`src/rtl/priv_1_12_ext_csr_initiator_pkg.sv`:
```
// Shared types for the priv_ext_if CSR initiator: op encoding, FSM states, RO address marker.
package priv_ext_csr_pkg;

  typedef enum logic [1:0] {
    OP_ILL = 2'b00,
    OP_RW  = 2'b01,
    OP_RS  = 2'b10,
    OP_RC  = 2'b11
  } csr_op_t;

  typedef enum logic [1:0] {
    ST_IDLE  = 2'b00,
    ST_READ  = 2'b01,
    ST_WRITE = 2'b10,
    ST_RESP  = 2'b11
  } csr_init_state_t;

  // addr[11:10] == 2'b11 marks a read-only CSR
  localparam logic [1:0] RO_ADDR_TOP = 2'b11;

endpackage

```
`src/rtl/priv_1_12_ext_csr_initiator_if.sv`:
```
// Pipeline request/response and extension-responder signals of the CSR initiator.
interface priv_1_12_ext_csr_initiator_if;

  logic        req_valid;
  logic        req_ready;
  logic [1:0]  req_op;
  logic [11:0] req_addr;
  logic [31:0] req_wdata;
  logic [1:0]  req_priv;
  logic        flush;
  logic        rsp_valid;
  logic        rsp_ready;
  logic [31:0] rsp_rdata;
  logic        rsp_err;
  logic [11:0] ext_csr_addr;
  logic        ext_csr_active;
  logic [31:0] ext_value_in;
  logic [31:0] ext_value_out;
  logic        ext_ack;
  logic        ext_invalid_csr;

  modport master (
    input  req_valid, req_op, req_addr, req_wdata, req_priv, flush, rsp_ready,
           ext_value_out, ext_ack, ext_invalid_csr,
    output req_ready, rsp_valid, rsp_rdata, rsp_err,
           ext_csr_addr, ext_csr_active, ext_value_in
  );

  modport slave (
    output req_valid, req_op, req_addr, req_wdata, req_priv, flush, rsp_ready,
           ext_value_out, ext_ack, ext_invalid_csr,
    input  req_ready, rsp_valid, rsp_rdata, rsp_err,
           ext_csr_addr, ext_csr_active, ext_value_in
  );

endinterface

```
`src/rtl/priv_1_12_csr_alu.sv`:
```
// Read-modify-write datapath for CSRRW/RS/RC: new value and whether a write is needed.
module priv_1_12_csr_alu
  import priv_ext_csr_pkg::*;
(
  input  csr_op_t     op,
  input  logic [31:0] old_val,
  input  logic [31:0] wdata,
  output logic [31:0] new_val,
  output logic        do_write
);

  always_comb begin
    new_val = old_val;
    case (op)
      OP_RW:   new_val = wdata;
      OP_RS:   new_val = old_val | wdata;
      OP_RC:   new_val = old_val & ~wdata;
      default: new_val = old_val;
    endcase
    // RS/RC with a zero operand are pure reads and must not strobe the responder
    do_write = (op == OP_RW) || (wdata != 32'd0);
  end

endmodule

```
`src/rtl/priv_1_12_ext_csr_initiator.sv`:
```
// CSR initiator: read phase, optional single-cycle write strobe, then held response.
module priv_1_12_ext_csr_initiator
  import priv_ext_csr_pkg::*;
#(
  parameter int ACK_TIMEOUT = 16
) (
  input  logic                          CLK,
  input  logic                          nRST,
  priv_1_12_ext_csr_initiator_if.master bus
);

  localparam int CW = $clog2(ACK_TIMEOUT) + 1;
  localparam logic [CW-1:0] CNT_LAST = CW'(ACK_TIMEOUT - 1);

  csr_init_state_t state_q, state_d;
  csr_op_t         op_q, op_d;
  logic [11:0]     addr_q, addr_d;
  logic [31:0]     wdata_q, wdata_d;
  logic [31:0]     new_q, new_d;
  logic [31:0]     rdata_q, rdata_d;
  logic            err_q, err_d;
  logic [CW-1:0]   cnt_q, cnt_d;

  logic [31:0] alu_new;
  logic        alu_wr;
  logic        pre_err;
  logic        ro_fault;
  logic        timed_out;

  priv_1_12_csr_alu u_alu (
    .op       (op_q),
    .old_val  (bus.ext_value_out),
    .wdata    (wdata_q),
    .new_val  (alu_new),
    .do_write (alu_wr)
  );

  assign pre_err   = (bus.req_op == 2'b00) || (bus.req_addr[9:8] > bus.req_priv);
  assign ro_fault  = alu_wr && (addr_q[11:10] == RO_ADDR_TOP);
  assign timed_out = (cnt_q == CNT_LAST);

  always_ff @(posedge CLK or negedge nRST) begin
    if (!nRST) begin
      state_q <= ST_IDLE;
      op_q    <= OP_ILL;
      addr_q  <= '0;
      wdata_q <= '0;
      new_q   <= '0;
      rdata_q <= '0;
      err_q   <= 1'b0;
      cnt_q   <= '0;
    end else begin
      state_q <= state_d;
      op_q    <= op_d;
      addr_q  <= addr_d;
      wdata_q <= wdata_d;
      new_q   <= new_d;
      rdata_q <= rdata_d;
      err_q   <= err_d;
      cnt_q   <= cnt_d;
    end
  end

  always_comb begin
    state_d = state_q;
    case (state_q)
      ST_IDLE:  if (bus.req_valid) state_d = pre_err ? ST_RESP : ST_READ;
      ST_READ: begin
        if (bus.flush)                                     state_d = ST_IDLE;
        else if (bus.ext_ack && !bus.ext_invalid_csr && alu_wr && !ro_fault)
                                                           state_d = ST_WRITE;
        else if (bus.ext_ack || timed_out)                 state_d = ST_RESP;
      end
      ST_WRITE: state_d = ST_RESP;
      ST_RESP:  if (bus.rsp_ready) state_d = ST_IDLE;
      default:  state_d = ST_IDLE;
    endcase
  end

  always_comb begin
    op_d    = op_q;
    addr_d  = addr_q;
    wdata_d = wdata_q;
    new_d   = new_q;
    rdata_d = rdata_q;
    err_d   = err_q;
    cnt_d   = cnt_q;
    case (state_q)
      ST_IDLE: if (bus.req_valid) begin
        op_d    = csr_op_t'(bus.req_op);
        addr_d  = bus.req_addr;
        wdata_d = bus.req_wdata;
        cnt_d   = '0;
        rdata_d = '0;
        err_d   = pre_err;
      end
      ST_READ: if (!bus.flush) begin
        if (!timed_out) cnt_d = cnt_q + 1'b1;
        if (bus.ext_ack && !bus.ext_invalid_csr) begin
          new_d   = alu_new;
          err_d   = ro_fault;
          rdata_d = ro_fault ? 32'd0 : bus.ext_value_out;
        end else if (bus.ext_ack || timed_out) begin
          err_d   = 1'b1;
          rdata_d = '0;
        end
      end
      ST_RESP: if (bus.rsp_ready) begin
        rdata_d = '0;
        err_d   = 1'b0;
      end
      default: ;
    endcase
  end

  always_comb begin
    bus.req_ready      = (state_q == ST_IDLE);
    bus.rsp_valid      = (state_q == ST_RESP);
    bus.rsp_rdata      = rdata_q;
    bus.rsp_err        = err_q;
    bus.ext_csr_addr   = addr_q;
    bus.ext_csr_active = (state_q == ST_WRITE);
    bus.ext_value_in   = (state_q == ST_WRITE) ? new_q : 32'd0;
  end

endmodule

```
`src/flat_wrapper.sv`:
```
// flat-port wrapper written by rule: the top's interface ports become plain ports
module priv_1_12_ext_csr_initiator_flat import priv_ext_csr_pkg::*;
#(
  parameter int ACK_TIMEOUT = 16
)
  (CLK, nRST, bus_req_valid, bus_req_op, bus_req_addr, bus_req_wdata, bus_req_priv, bus_flush, bus_rsp_ready, bus_ext_value_out, bus_ext_ack, bus_ext_invalid_csr, bus_req_ready, bus_rsp_valid, bus_rsp_rdata, bus_rsp_err, bus_ext_csr_addr, bus_ext_csr_active, bus_ext_value_in);
  priv_1_12_ext_csr_initiator_if bus_i ();
  input  logic CLK;
  input  logic nRST;
  input wire logic [$bits(bus_i.req_valid)-1:0] bus_req_valid;
  input wire logic [$bits(bus_i.req_op)-1:0] bus_req_op;
  input wire logic [$bits(bus_i.req_addr)-1:0] bus_req_addr;
  input wire logic [$bits(bus_i.req_wdata)-1:0] bus_req_wdata;
  input wire logic [$bits(bus_i.req_priv)-1:0] bus_req_priv;
  input wire logic [$bits(bus_i.flush)-1:0] bus_flush;
  input wire logic [$bits(bus_i.rsp_ready)-1:0] bus_rsp_ready;
  input wire logic [$bits(bus_i.ext_value_out)-1:0] bus_ext_value_out;
  input wire logic [$bits(bus_i.ext_ack)-1:0] bus_ext_ack;
  input wire logic [$bits(bus_i.ext_invalid_csr)-1:0] bus_ext_invalid_csr;
  output wire logic [$bits(bus_i.req_ready)-1:0] bus_req_ready;
  output wire logic [$bits(bus_i.rsp_valid)-1:0] bus_rsp_valid;
  output wire logic [$bits(bus_i.rsp_rdata)-1:0] bus_rsp_rdata;
  output wire logic [$bits(bus_i.rsp_err)-1:0] bus_rsp_err;
  output wire logic [$bits(bus_i.ext_csr_addr)-1:0] bus_ext_csr_addr;
  output wire logic [$bits(bus_i.ext_csr_active)-1:0] bus_ext_csr_active;
  output wire logic [$bits(bus_i.ext_value_in)-1:0] bus_ext_value_in;
  assign bus_i.req_valid = bus_req_valid;
  assign bus_i.req_op = bus_req_op;
  assign bus_i.req_addr = bus_req_addr;
  assign bus_i.req_wdata = bus_req_wdata;
  assign bus_i.req_priv = bus_req_priv;
  assign bus_i.flush = bus_flush;
  assign bus_i.rsp_ready = bus_rsp_ready;
  assign bus_i.ext_value_out = bus_ext_value_out;
  assign bus_i.ext_ack = bus_ext_ack;
  assign bus_i.ext_invalid_csr = bus_ext_invalid_csr;
  assign bus_req_ready = bus_i.req_ready;
  assign bus_rsp_valid = bus_i.rsp_valid;
  assign bus_rsp_rdata = bus_i.rsp_rdata;
  assign bus_rsp_err = bus_i.rsp_err;
  assign bus_ext_csr_addr = bus_i.ext_csr_addr;
  assign bus_ext_csr_active = bus_i.ext_csr_active;
  assign bus_ext_value_in = bus_i.ext_value_in;
  priv_1_12_ext_csr_initiator #(.ACK_TIMEOUT(ACK_TIMEOUT)) u_core (.CLK(CLK), .nRST(nRST), .bus(bus_i));
endmodule
```
`config.mk`:
```
export PLATFORM = sky130hd
export DESIGN_NAME = priv_1_12_ext_csr_initiator_flat
export DESIGN_NICKNAME = d
export VERILOG_FILES = /design/src/rtl/priv_1_12_ext_csr_initiator_pkg.sv /design/src/rtl/priv_1_12_ext_csr_initiator_if.sv /design/src/rtl/priv_1_12_csr_alu.sv /design/src/rtl/priv_1_12_ext_csr_initiator.sv /design/src/flat_wrapper.sv
export SDC_FILE = /design/constraint.sdc
export NUM_CORES = 1
export LEC_CHECK = 0
export BUFFER_PORTS_ARGS = -buffer_cell sky130_fd_sc_hd__buf_2
export CAP_MARGIN = 10
export CORE_ASPECT_RATIO = 1.25
export CORE_MARGIN = 2
export CORE_UTILIZATION = 53
export CTS_CLUSTER_SIZE = 40
export DETAILED_ROUTE_END_ITERATION = 7
export PLACE_DENSITY = 0.8
export SLEW_MARGIN = 20
export SYNTH_ARGS = -nofsm -noshare
export SYNTH_HDL_FRONTEND = slang
export SYNTH_SLANG_ARGS = --single-unit
```
`constraint.sdc`:
```
create_clock -name CLK -period 2.5 [get_ports CLK]
set_input_delay 0.25 -clock CLK [delete_from_list [all_inputs] [get_ports CLK]]
set_output_delay 0.25 -clock CLK [all_outputs]
set_load 0.01 [all_outputs]
```
==> results by group <==
Synthesis
  – Cells after synthesis: around 700
  – Unique masters post-synth: approximately 50
  – Number of synthesized flops with an enable pin: 0
  – Main flop type after synthesis: dfrtp_1
  – Post-Syn Area: around 6000 um^2
  – Avg Inst Size Synth: around 8.8 um^2
  – Top cells by area, synth: dfrtp_1 (48%), nand2_1 (16%), mux2_2 (5.7%)
  – Async S/R FF share, synth: 1.00
  – Largest area contributor in the netlist: dfrtp_1
  – Top post-synthesis cells by count: nand2_1 (263), dfrtp_1 (118), o21ai_0 (40)
  – FF+latch count, synth: roughly 120
  – Mapped Nets: ~800
  – Count leader, synth: nand2_1
  – Sequential share of the synthesized area: 0.479
  – Synth top area share: 0.479
  – Ys Warns: 0

Die
  – Die footprint: 12500 um^2
  – Core area: 11500 um^2
  – Die Y: roughly 120 um
  – DIE WIDTH: approximately 100 um
  – # IOs: 167
  – Site row count: 44
  – Starting density of the core: 0.536

Finish
  – Area Overhead vs Synth: 24.9%
  – Final instance area: roughly 7700 um^2
  – Nets: around 950
  – Diodes inserted: 0
  – Layout cells sized above 1: 0.305

Routing
  – DR DRC count: 0
  – Post-Route WL: about 18000 um
  – Routed Antenna Nets: 0
  – Drt pass-1 iters: 5
  – Vias per Instance: 5.89
  – WL/cell: 18.0 um
  – Via Count: slightly below 6000
  – Iteration-0 DRC Markers: 407

CTS
  – Clock buffer depth: 2
  – H-tree Lvls: 4
  – Total CTS buffers: 17
  – CTS tree: yes
  – Clk slew on worst S/H paths: approximately 50 ps
  – Root cell of the clock tree: clkbuf_16
  – Clk sinks: roughly 120
  – Worst skew pair latency: 410 ps

Setup path
  – Crit start category: flip-flop
  – Arrival @ worst endpoint: about 2000 ps
  – R2R Setup Slk: about 300 ps
  – Critical Path End Type: output port
  – CP bufs+invs: 2
  – Worst R2R End: u_core.bus.rsp_err$_DFFE_PN0P_
  – Maximum fanout along the worst path: 13
  – Worst reg-to-reg path cell count: 8
  – Crit path depth: 4
  – Req. time, crit path: approximately 2300 ps
  – Crit path max-delay family: flip-flops
  – Critical-path top delay cell: dfrtp_1
  – CP cell instances: nor2b_4 > buf_4 > and2_1 > buf_2
  – Reg-to-reg startpoint: u_core.cnt_q[0]$_DFFE_PN0P_
  – Crit path from: u_core.state_q[1]$_DFFE_PN0P_
  – Crit path to: bus_ext_value_in[2]
  – CP max stage delay: between 600 and 700 ps
  – Crit Path Class: reg -> out

Global route
  – Vias in the first global route: approximately 6000
  – Gr usage total: 0.296
  – Gr ovfl total: 0
  – Largest net degree at the start of global routing: between 50 and 60
  – First-pass GRT wire length: 29000 um
  – Initial antenna violation count: 0

Power and ir drop
  – Total power: a little under 9 mW
  – Worst vdd ir: between 600 and 700 uV
  – P per Cell Area: between 1000 and 1500 nW/um^2
  – Leak Pwr: roughly 3.8 nW

STA
  – Hold slack final: between 20 and 30 ps
  – Final Max Tran Viols: 0
  – Fmax: roughly 440 MHz
  – Worst slew pin tran: 575 ps
  – Period utilization: 0.902
  – Final TNS setup: 0 ps
  – Hold Vio Cnt, Final: 0
  – Fin Clk Skew: just over 5 ps
  – Setup violators final: 0
  – Worst setup margin: 245 ps
  – RSZ-0062 raised after global routing: no
  – Minimum clock period: around 2300 ps
  – Slew headroom: 0.615

Placed design
  – Setup Slack @ Placement: roughly 320 ps
  – Detail Placement HPWL: around 13000 um
  – Gpl congestion: ~0.85
  – Placement Cell Area: between 7000 and 8000 um^2
  – Port Buffers: 166

Run
  – Max Cap Violations: 0

Hold path
  – Hold Crit Class: in -> reg

Run status
  – Outcome: finished clean
## cell usage in the layout (no fill, tap or decap), types with 21 or more instances in the layout
master    instances
and2_1           34
buf_2           165
dfrtp_1         118
mux2_2           31
nand2_1         263
o211ai_1         32
o21ai_0          40
o21ai_1          21
o221ai_1         32
## logic make-up after synthesis
group,count (synthesis),synth area share
and+or+nand+nor,334,0.234
adders and majority gates,4,0.00812
buffers and inverters,55,0.0456
xor gates and xnor gates,1,0.00142
DFF,118,0.479
muxes,32,0.0582
AOI/OAI and AO/OA,155,0.174
## repair_timing
| action | 4_1_cts | 5_1_grt |
|---|---|---|
| gates resized for setup | 0 | 1 |
| hold endpoints to repair | 32 | 0 |
| setup endpoints to repair | 0 | 1 |
| hold buffers | 1 | 0 |
| setup buffers | 0 | 0 |
## worst min path at each step
stage / startpoint / cells after the start / slack, ps / endpoint
after global placement: nRST / 1 / 220 / u_core.bus.rsp_rdata[22]$_DFFE_PN0P_
after CTS: bus_req_addr[0] / 3 / 20 / u_core.bus.ext_csr_addr[0]$_DFFE_PN0P_
after global routing: bus_req_wdata[7] / 3 / 30 / u_core.wdata_q[7]$_DFFE_PN0P_
after floorplan: nRST / 0 / -50 / u_core.bus.ext_csr_addr[0]$_DFFE_PN0P_
final: bus_req_wdata[7] / 3 / 30 / u_core.wdata_q[7]$_DFFE_PN0P_
after detailed placement: nRST / 1 / 230 / u_core.new_q[19]$_DFFE_PN0P_
## state kept, by name, indices dropped and copies added, names as in the netlist
| name | count |
|---|---|
| u_core.bus.rsp_err | 1 |
| u_core.bus.rsp_rdata | 32 |
| u_core.state_q | 2 |
| u_core.op_q | 2 |
| u_core.wdata_q | 32 |
| u_core.bus.ext_csr_addr | 12 |
| u_core.new_q | 32 |
| u_core.cnt_q | 5 |
## tightest hold or removal path: stages
cell     delay [ps]
buf_2            70
nand2_1          40
nand2_1          40
## layout make-up
| type | instances | area, um^2 |
|---|---|---|
| clock buffers | 25 | 505 |
| clock inverters | 4 | 45.0 |
| fillers | 909 | 3810 |
| inverters | 5 | 18.8 |
| multi-input cells | 526 | 2960 |
| flip-flops and latches | 118 | 2950 |
| well taps | 138 | 173 |
| repair buffers | 187 | 1040 |
## through the flow
| step | std cells | util |
|---|---|---|
| final | 1003 | 0.669 |
| after global routing | 1003 | 0.669 |
| after CTS | 1003 | 0.669 |
| after detailed placement | 973 | 0.620 |
| after global placement | 973 | 0.620 |
| after floorplan | 699 | - |
## power by group
part | internal (mW) | switching [mW] | total, mW | leakage, nW
Sequential | 2.58 | 0.679 | 3.26 | 1.54
Combinational | 1.37 | 1.78 | 3.15 | 1.95
Clock | 1.48 | 0.806 | 2.28 | 0.275
Total | 5.42 | 3.26 | 8.69 | 3.76
## layer usage
metal / share of wire / vias up / global-route usage
li1: - / 2714 / -
met4: 0.044 / 0 / 0.157
met1: 0.39 / 2851 / 0.351
met3: 0.063 / 63 / 0.0668
met5: 0 / - / 0
met2: 0.50 / 275 / 0.494
Power figures use the tool's default switching activity.
